===== config.mk =====
export PLATFORM = sky130hd
export DESIGN_NAME = hqm_list_sel_qid2cqidx_access_ctl_flat
export DESIGN_NICKNAME = d
export VERILOG_FILES = /design/src/rtl/hqm_list_sel_qid2cqidx_access_ctl_if.sv /design/src/rtl/hqm_list_sel_qid2cqidx_access_ctl.sv /design/src/flat_wrapper.sv
export SDC_FILE = /design/constraint.sdc
export NUM_CORES = 1
export LEC_CHECK = 0
export CAP_MARGIN = 20
export CORE_ASPECT_RATIO = 1.5
export CORE_MARGIN = 2
export CORE_UTILIZATION = 40
export CTS_CLUSTER_SIZE = 14
export DETAILED_ROUTE_END_ITERATION = 12
export GPL_ROUTABILITY_DRIVEN = 0
export GPL_TIMING_DRIVEN = 0
export PLACE_DENSITY = 0.86
export SLEW_MARGIN = 20
export SYNTH_ARGS = -nofsm -noshare
export SYNTH_HDL_FRONTEND = slang
export SYNTH_SLANG_ARGS = --single-unit

===== constraint.sdc =====
create_clock -name clk -period 3.6 [get_ports clk]
set_input_delay 0.9 -clock clk [delete_from_list [all_inputs] [get_ports clk]]
set_output_delay 0.9 -clock clk [all_outputs]
set_load 0.05 [all_outputs]

===== src/rtl/hqm_list_sel_qid2cqidx_access_ctl_if.sv =====
// Signal bundle between the qid2cqidx access controller, its requesters and the RAM.
// The slave side is the controller; the master side is the pipeline, config and RAM.
interface hqm_list_sel_qid2cqidx_access_ctl_if #(
   parameter int ADDR_W = 9,
   parameter int DATA_W = 8
);
   logic              lu_req_v;
   logic [ADDR_W-1:0] lu_req_addr;
   logic              lu_req_ready;
   logic              lu_rsp_v;
   logic [DATA_W-1:0] lu_rsp_data;
   logic              lu_rsp_perr;
   logic              cfg_req_v;
   logic              cfg_req_wr;
   logic [ADDR_W-1:0] cfg_req_addr;
   logic [DATA_W-1:0] cfg_req_wdata;
   logic              cfg_req_inj_perr;
   logic              cfg_req_ready;
   logic              cfg_rsp_v;
   logic [DATA_W-1:0] cfg_rsp_rdata;
   logic              cfg_rsp_perr;
   logic              ram_we;
   logic [ADDR_W-1:0] ram_waddr;
   logic [DATA_W-1:0] ram_wdata;
   logic              ram_wdata_parity;
   logic              ram_re;
   logic [ADDR_W-1:0] ram_raddr;
   logic [DATA_W-1:0] ram_rdata;
   logic              ram_rdata_parity;
   logic              init_done;
   logic              busy;

   modport slave (
      input  lu_req_v, lu_req_addr,
      output lu_req_ready, lu_rsp_v, lu_rsp_data, lu_rsp_perr,
      input  cfg_req_v, cfg_req_wr, cfg_req_addr, cfg_req_wdata, cfg_req_inj_perr,
      output cfg_req_ready, cfg_rsp_v, cfg_rsp_rdata, cfg_rsp_perr,
      output ram_we, ram_waddr, ram_wdata, ram_wdata_parity, ram_re, ram_raddr,
      input  ram_rdata, ram_rdata_parity,
      output init_done, busy
   );

   modport master (
      output lu_req_v, lu_req_addr,
      input  lu_req_ready, lu_rsp_v, lu_rsp_data, lu_rsp_perr,
      output cfg_req_v, cfg_req_wr, cfg_req_addr, cfg_req_wdata, cfg_req_inj_perr,
      input  cfg_req_ready, cfg_rsp_v, cfg_rsp_rdata, cfg_rsp_perr,
      input  ram_we, ram_waddr, ram_wdata, ram_wdata_parity, ram_re, ram_raddr,
      output ram_rdata, ram_rdata_parity,
      input  init_done, busy
   );
endinterface


===== src/rtl/hqm_list_sel_qid2cqidx_access_ctl.sv =====
// Owns both ports of the qid2cqidx RAM: zero-fills it after reset, then arbitrates
// lookups and config accesses, locking the RAM out for WR_LOCK cycles after each write.
module hqm_list_sel_qid2cqidx_access_ctl #(
   parameter int ADDR_W     = 9,
   parameter int DATA_W     = 8,
   parameter int STARVE_MAX = 8,
   parameter int WR_LOCK    = 2
) (
   input logic clk,
   input logic rst,
   hqm_list_sel_qid2cqidx_access_ctl_if.slave bus
);

   localparam logic [1:0] INIT  = 2'd0;
   localparam logic [1:0] IDLE  = 2'd1;
   localparam logic [1:0] WR_W1 = 2'd2;
   localparam logic [1:0] WR_W2 = 2'd3;

   localparam int                SC_W         = $clog2(STARVE_MAX + 1);
   localparam logic [SC_W-1:0]   STARVE_LIM   = SC_W'(STARVE_MAX);
   localparam logic [ADDR_W-1:0] ADDR_LAST    = '1;
   localparam logic [3:0]        LOCK_W1_LAST = 4'(WR_LOCK - 2);

   function automatic logic gen_parity(input logic [DATA_W-1:0] d, input logic inj);
      return (^d) ^ inj;
   endfunction

   function automatic logic chk_parity(input logic [DATA_W-1:0] d, input logic p);
      return ^{d, p};
   endfunction

   logic [1:0]        state_q, state_nxt;
   logic [ADDR_W-1:0] init_addr_q;
   logic              init_done_q;
   logic [SC_W-1:0]   starve_q;
   logic [3:0]        lock_q;
   logic              lu_vld_p1, cfg_vld_p1;

   logic idle, in_init, cfg_wr, cfg_rd, starve_hi;
   logic cfg_wr_gnt, cfg_rd_urg, cfg_rd_gnt, lu_gnt;
   logic rsp_perr, lu_rsp_on, cfg_rd_rsp_on, wr_done;

   // Grant decode; rst gates everything so all outputs read 0 while it is held.
   always_comb begin
      idle       = !rst && (state_q == IDLE);
      in_init    = !rst && (state_q == INIT);
      cfg_wr     = bus.cfg_req_v &  bus.cfg_req_wr;
      cfg_rd     = bus.cfg_req_v & !bus.cfg_req_wr;
      starve_hi  = (starve_q >= STARVE_LIM);
      cfg_wr_gnt = idle & cfg_wr;
      cfg_rd_urg = idle & cfg_rd & starve_hi;
      lu_gnt     = idle & bus.lu_req_v & !cfg_wr & !cfg_rd_urg;
      cfg_rd_gnt = cfg_rd_urg | (idle & cfg_rd & !bus.lu_req_v);
   end

   assign bus.lu_req_ready  = idle & !cfg_wr & !(cfg_rd & starve_hi);
   assign bus.cfg_req_ready = idle & (bus.cfg_req_wr | starve_hi | !bus.lu_req_v);

   assign bus.ram_we           = in_init | cfg_wr_gnt;
   assign bus.ram_waddr        = in_init ? init_addr_q :
                                 (cfg_wr_gnt ? bus.cfg_req_addr : '0);
   assign bus.ram_wdata        = cfg_wr_gnt ? bus.cfg_req_wdata : '0;
   assign bus.ram_wdata_parity = cfg_wr_gnt & gen_parity(bus.cfg_req_wdata, bus.cfg_req_inj_perr);
   assign bus.ram_re           = lu_gnt | cfg_rd_gnt;
   assign bus.ram_raddr        = lu_gnt     ? bus.lu_req_addr  :
                                 cfg_rd_gnt ? bus.cfg_req_addr : '0;

   // Read responses arrive one cycle after the grant and are steered by the tracker.
   assign rsp_perr      = chk_parity(bus.ram_rdata, bus.ram_rdata_parity);
   assign lu_rsp_on     = !rst & lu_vld_p1;
   assign cfg_rd_rsp_on = !rst & cfg_vld_p1;
   assign wr_done       = !rst && (state_q == WR_W2) && init_done_q;

   assign bus.lu_rsp_v      = lu_rsp_on;
   assign bus.lu_rsp_data   = lu_rsp_on ? bus.ram_rdata : '0;
   assign bus.lu_rsp_perr   = lu_rsp_on & rsp_perr;
   assign bus.cfg_rsp_v     = cfg_rd_rsp_on | wr_done;
   assign bus.cfg_rsp_rdata = cfg_rd_rsp_on ? bus.ram_rdata : '0;
   assign bus.cfg_rsp_perr  = cfg_rd_rsp_on & rsp_perr;

   assign bus.init_done = !rst & init_done_q;
   assign bus.busy      = !rst && (state_q != IDLE);

   always_comb begin
      state_nxt = state_q;
      case (state_q)
         INIT:    state_nxt = WR_W1;
         IDLE:    if (cfg_wr_gnt) state_nxt = WR_W1;
         WR_W1:   if (lock_q >= LOCK_W1_LAST) state_nxt = WR_W2;
         default: state_nxt = (init_done_q || (init_addr_q == ADDR_LAST)) ? IDLE : INIT;
      endcase
   end

   always_ff @(posedge clk) begin
      if (rst) begin
         state_q     <= INIT;
         init_addr_q <= '0;
         init_done_q <= 1'b0;
         starve_q    <= '0;
         lock_q      <= '0;
         lu_vld_p1   <= 1'b0;
         cfg_vld_p1  <= 1'b0;
      end else begin
         state_q    <= state_nxt;
         lu_vld_p1  <= lu_gnt;
         cfg_vld_p1 <= cfg_rd_gnt;
         lock_q     <= ((state_q == WR_W1) && (state_nxt == WR_W1)) ? lock_q + 4'd1 : 4'd0;
         if ((state_q == WR_W2) && !init_done_q) begin
            if (init_addr_q == ADDR_LAST) init_done_q <= 1'b1;
            else                          init_addr_q <= init_addr_q + 1'b1;
         end
         // A pending read that loses arbitration ages until it gets priority.
         if (cfg_rd_gnt)
            starve_q <= '0;
         else if (idle && cfg_rd && !starve_hi)
            starve_q <= starve_q + SC_W'(1);
      end
   end

endmodule


===== src/flat_wrapper.sv =====
// flat-port wrapper written by rule: the top's interface ports become plain ports
module hqm_list_sel_qid2cqidx_access_ctl_flat 
#(
   parameter int ADDR_W     = 9,
   parameter int DATA_W     = 8,
   parameter int STARVE_MAX = 8,
   parameter int WR_LOCK    = 2
)
  (clk, rst, bus_lu_req_v, bus_lu_req_addr, bus_lu_req_ready, bus_lu_rsp_v, bus_lu_rsp_data, bus_lu_rsp_perr, bus_cfg_req_v, bus_cfg_req_wr, bus_cfg_req_addr, bus_cfg_req_wdata, bus_cfg_req_inj_perr, bus_cfg_req_ready, bus_cfg_rsp_v, bus_cfg_rsp_rdata, bus_cfg_rsp_perr, bus_ram_we, bus_ram_waddr, bus_ram_wdata, bus_ram_wdata_parity, bus_ram_re, bus_ram_raddr, bus_ram_rdata, bus_ram_rdata_parity, bus_init_done, bus_busy);
  hqm_list_sel_qid2cqidx_access_ctl_if #(.ADDR_W(ADDR_W), .DATA_W(DATA_W)) bus_i ();
  input logic clk;
  input logic rst;
  input wire logic [$bits(bus_i.lu_req_v)-1:0] bus_lu_req_v;
  input wire logic [$bits(bus_i.lu_req_addr)-1:0] bus_lu_req_addr;
  output wire logic [$bits(bus_i.lu_req_ready)-1:0] bus_lu_req_ready;
  output wire logic [$bits(bus_i.lu_rsp_v)-1:0] bus_lu_rsp_v;
  output wire logic [$bits(bus_i.lu_rsp_data)-1:0] bus_lu_rsp_data;
  output wire logic [$bits(bus_i.lu_rsp_perr)-1:0] bus_lu_rsp_perr;
  input wire logic [$bits(bus_i.cfg_req_v)-1:0] bus_cfg_req_v;
  input wire logic [$bits(bus_i.cfg_req_wr)-1:0] bus_cfg_req_wr;
  input wire logic [$bits(bus_i.cfg_req_addr)-1:0] bus_cfg_req_addr;
  input wire logic [$bits(bus_i.cfg_req_wdata)-1:0] bus_cfg_req_wdata;
  input wire logic [$bits(bus_i.cfg_req_inj_perr)-1:0] bus_cfg_req_inj_perr;
  output wire logic [$bits(bus_i.cfg_req_ready)-1:0] bus_cfg_req_ready;
  output wire logic [$bits(bus_i.cfg_rsp_v)-1:0] bus_cfg_rsp_v;
  output wire logic [$bits(bus_i.cfg_rsp_rdata)-1:0] bus_cfg_rsp_rdata;
  output wire logic [$bits(bus_i.cfg_rsp_perr)-1:0] bus_cfg_rsp_perr;
  output wire logic [$bits(bus_i.ram_we)-1:0] bus_ram_we;
  output wire logic [$bits(bus_i.ram_waddr)-1:0] bus_ram_waddr;
  output wire logic [$bits(bus_i.ram_wdata)-1:0] bus_ram_wdata;
  output wire logic [$bits(bus_i.ram_wdata_parity)-1:0] bus_ram_wdata_parity;
  output wire logic [$bits(bus_i.ram_re)-1:0] bus_ram_re;
  output wire logic [$bits(bus_i.ram_raddr)-1:0] bus_ram_raddr;
  input wire logic [$bits(bus_i.ram_rdata)-1:0] bus_ram_rdata;
  input wire logic [$bits(bus_i.ram_rdata_parity)-1:0] bus_ram_rdata_parity;
  output wire logic [$bits(bus_i.init_done)-1:0] bus_init_done;
  output wire logic [$bits(bus_i.busy)-1:0] bus_busy;
  assign bus_i.lu_req_v = bus_lu_req_v;
  assign bus_i.lu_req_addr = bus_lu_req_addr;
  assign bus_lu_req_ready = bus_i.lu_req_ready;
  assign bus_lu_rsp_v = bus_i.lu_rsp_v;
  assign bus_lu_rsp_data = bus_i.lu_rsp_data;
  assign bus_lu_rsp_perr = bus_i.lu_rsp_perr;
  assign bus_i.cfg_req_v = bus_cfg_req_v;
  assign bus_i.cfg_req_wr = bus_cfg_req_wr;
  assign bus_i.cfg_req_addr = bus_cfg_req_addr;
  assign bus_i.cfg_req_wdata = bus_cfg_req_wdata;
  assign bus_i.cfg_req_inj_perr = bus_cfg_req_inj_perr;
  assign bus_cfg_req_ready = bus_i.cfg_req_ready;
  assign bus_cfg_rsp_v = bus_i.cfg_rsp_v;
  assign bus_cfg_rsp_rdata = bus_i.cfg_rsp_rdata;
  assign bus_cfg_rsp_perr = bus_i.cfg_rsp_perr;
  assign bus_ram_we = bus_i.ram_we;
  assign bus_ram_waddr = bus_i.ram_waddr;
  assign bus_ram_wdata = bus_i.ram_wdata;
  assign bus_ram_wdata_parity = bus_i.ram_wdata_parity;
  assign bus_ram_re = bus_i.ram_re;
  assign bus_ram_raddr = bus_i.ram_raddr;
  assign bus_i.ram_rdata = bus_ram_rdata;
  assign bus_i.ram_rdata_parity = bus_ram_rdata_parity;
  assign bus_init_done = bus_i.init_done;
  assign bus_busy = bus_i.busy;
  hqm_list_sel_qid2cqidx_access_ctl #(.ADDR_W(ADDR_W), .DATA_W(DATA_W), .STARVE_MAX(STARVE_MAX), .WR_LOCK(WR_LOCK)) u_core (.clk(clk), .rst(rst), .bus(bus_i));
endmodule

==> reports/qor.tcl <==
set qor(number_of_global_route_vias_before_repair) 1572
set qor(crit_required_ns) 2.70
set qor(area_growth_syn_to_layout_pct) 69.1
set qor(critical_path.n_buffers_inverters) 2
set qor(critical_path.reg2reg.endpoint) {u_core.init_addr_q[7]$_SDFFE_PP0P_}
set qor(finalCriticalPeriod_ns) 3.49
set qor(timing_worst_slew_pin_value_ns) 0.512
set qor(clk_latency_ns) 0.25
set qor(timing.slew.headroom) 0.658
set qor(hold_path.class) {flop to flop}
set qor(worstSetupStartpointType) {input pin}
set qor(ios) 94
set qor(finalCoreUtilization) 0.690
set qor(numCtsBuffers) 3
set qor(detail_route.wirelength_mm) 4.39
set qor(synth.avg_cell_area_um2) 8.48
set qor(core.rowCount) 27
set qor(drt-vias-per-instance) 5.34
set qor(reg2reg_setup_slack_ns) 1.63
set qor(synthesis.area_um2) 1480
set qor(detail_route.wl_per_cell_um) 14.0
set qor(path_delay_family) {buffers and inverters}
set qor(power.static_leakage_nw) 1.18
set qor(die_width_um) 53.6
set qor(grt_pass1_wl_mm) 6.91
set qor(ys_async_sr_fraction) 0
set qor(regToRegStartpoint) {u_core.init_addr_q[0]$_SDFFE_PP0P_}
set qor(filler_cell_count) 326
set qor(path_cells) {clkdlybuf4s50_1 -> xor2_1 -> xnor3_1 -> mux2i_1 -> clkdlybuf4s15_2}
set qor(final_antenna_net_count) 0
set qor(die-height_um) 78.4
set qor(clock_tree.root_cell) {clkbuf_8}
set qor(power_frac_seq) 0.374
set qor(hold_path_end) {u_core.init_done_q$_SDFFE_PP0P_}
set qor(critPathCaptureType) {output pin}
set qor(clkPwrFrac) 0.298
set qor(cts.clk_slew.worst_paths_ns) 0.06
set qor(drv.max_cap_violation_count) 0
set qor(dpl_worst_slack_ns) -0.584
set qor(effective_utilization_at_floorplan) 0.408
set qor(post-layout-total-power_uw) 548
set qor(final-setup-viol-count) 0
set qor(worst-endpoint-arrival_ns) 2.59
set qor(synth_cell_types) 35
set qor(antenna-diode-count) 0
set qor(maximum_fanout_count_along_the_critical_path) 3
set qor(grt.total_usage) 0.211
set qor(die_area_um2) 4200
set qor(grt_antenna_before_repair) 0
set qor(cts_tree) {built}
set qor(clock-skew-final_ns) 0.00190
set qor(cts_sink_count) 18
set qor(max-clock-path-buffers) 2
set qor(slew_violations) 0
set qor(net-switching-power_uw) 157
set qor(worstSetupPathType) {input pin to output pin}
set qor(post_route_drc_violation_count) 0
set qor(max_stage_delay_ns) 0.50
set qor(power.ir.vdd_worst_uv) 261
set qor(r2r.worst_path.cells) 8
set qor(pin_count_of_the_biggest_net_entering_global_routing) 14
set qor(p_int_uw) 390
set qor(critical_path.slowest_cell) {clkdlybuf4s50_1}
set qor(synth_sequential_area_ratio) 0.244
set qor(setup_repair_after_global_routing_missed_its_margin) {no}
set qor(place.detailed.hpwl_mm) 3.40
set qor(timing.final.crit_share) 0.969
set qor(drt_iter0_drc) 46
set qor(gr-total-overflow) 0
set qor(placeableCoreArea_um2) 3610
set qor(fraction_of_layout_instances_using_a_drive_strength_above_1) 0.163
set qor(setup_total_negative_slack_ns) 0
set qor(holdWs_ns) 0.490
set qor(netlist_instances) 174
set qor(layout_setup_ws_ns) 0.112
set qor(status) {complete, no violations}
set qor(synth_edf_count) 0
set qor(drt_pre_antenna_iters) 4
set qor(comb_power_share) 0.328
set qor(power_density_nw_per_um2) 219
set qor(ys.warnings.count) 0
set qor(cts-hold-fix-buffers) 0
set qor(max_freq_mhz) 287
set qor(placement.io_buffers) 92
set qor(power.share.switching) 0.287
set qor(ys_dominant_reg_cell) {dfxtp_1}
set qor(total_vias_in_the_final_route) 1672
set qor(timing.hold.worst.start) {u_core.init_done_q$_SDFFE_PP0P_}
set qor(worstHoldPathCells) 2
set qor(ys_ff_latch) 18
set qor(synth_nets) 219
set qor(hold_violations) 0
set qor(layout_net_count) 316
set qor(htreeDepth) 1
-- synthesized netlist by cell type, types with 5 or more instances --
master,instances,share of area
a21oi_1,11,0.037
a22o_1,18,0.11
and2_1,17,0.072
and3_1,9,0.038
buf_2,5,0.017
clkbuf_1,7,0.018
dfxtp_1,18,0.24
inv_1,7,0.018
mux2i_1,5,0.034
nand2_1,6,0.015
nand4_1,5,0.021
nor2_1,6,0.015
nor2b_1,5,0.021
o21ai_0,6,0.020
o31ai_1,5,0.025
or4_1,5,0.025
-- worst reg2reg max path, cell delays in order (launching register included) --
cell and delay, ns:
dfxtp_1 0.35, ha_1 0.24, nand3_1 0.09, nor2_1 0.04, ha_1 0.19, nand4bb_1 0.31
buf_2 0.28, o31ai_1 0.27, a21oi_1 0.09
-- cell type report --
type	instances	area [um2]	area share
repair buffers	93	882	0.354
clock buffers	4	55.1	0.0221
inverters	7	26.3	0.0105
well taps	43	53.8	0.0216
plain buffers	12	63.8	0.0256
multi-input cells	136	1050	0.422
flip-flops and latches	18	360	0.144
-- metrics by stage --
step	cells	instance area, um2
4_1_cts	312	2460
2_1_floorplan	174	1480
6_report	313	2490
3_3_place_gp	309	2450
5_1_grt	313	2490
3_5_place_dp	309	2450
-- repair_timing --
action	in CTS	in global routing
setup endpoints to repair	53	29
cloned	0	1
buffers inserted	0	0
gates resized for setup	122	12
-- routing by layer --
| metal | vias to the layer above | wire (um) | track usage |
|---|---|---|---|
| met3 | 5 | 260 | 0.0209 |
| li1 | 834 | - | - |
| met5 | - | 0 | 0 |
| met2 | 55 | 2410 | 0.399 |
| met4 | 0 | 49 | 0.0564 |
| met1 | 778 | 1670 | 0.237 |
-- flip-flops by register name, indices dropped and copies added, names as in the netlist --
name                cells
u_core.init_done_q      1
u_core.state_q          2
u_core.init_addr_q      9
u_core.starve_q         4
u_core.cfg_vld_p1       1
u_core.lu_vld_p1        1
-- worst max path at each step --
stage,from,to,depth (start not counted)
finish,bus_ram_rdata[2],bus_cfg_rsp_perr,5
global route,bus_lu_req_v,bus_ram_raddr[5],6
CTS,rst,bus_ram_raddr[0],7
detailed placement,rst,bus_ram_waddr[2],5
global placement,rst,bus_ram_waddr[2],5
floorplan,rst,bus_lu_rsp_perr,4
-- placed cells by master (no fill, tap or decap), drive strengths merged, types with 5 or more instances in the layout --
cell type      netlist  final
mux2i                5      5
nor2b                5      5
clkdlybuf4s50        0     39
inv                  7      7
nor2                 7      7
clkdlybuf4s15        0     14
clkbuf               7     16
o21ai                6      6
a22o                18     18
or4                  5      5
and3                 9      9
dfxtp               18     18
nand2                6      6
o31ai                5      5
a21oi               11     11
buf                  6     10
and2                17     17
nand4                5      5
dlygate4sd2          0     29
-- power groups by stage --
stage,clock [mW],sequential [mW],combinational (mW)
2_1_floorplan,0,0.209,0.102
3_3_place_gp,0,0.209,0.179
3_5_place_dp,0,0.209,0.181
4_1_cts,0.166,0.205,0.179
5_1_grt,0.172,0.205,0.191
6_report,0.163,0.205,0.179
-- logic make-up (layout without fill, tap and decap cells) --
| group | Yosys count | count (layout) | share of synthesized area |
|---|---|---|---|
| adders and majority gates | 4 | 4 | 0.0339 |
| AOI/OAI and AO/OA | 45 | 45 | 0.217 |
| buffers and inverters | 20 | 116 | 0.0602 |
| xor gates and xnor gates | 12 | 12 | 0.119 |
| and+or+nand+nor | 70 | 70 | 0.292 |
| muxes | 5 | 5 | 0.0339 |
| DFF | 18 | 18 | 0.244 |
Note: power is estimated with default switching activity, not from simulation.
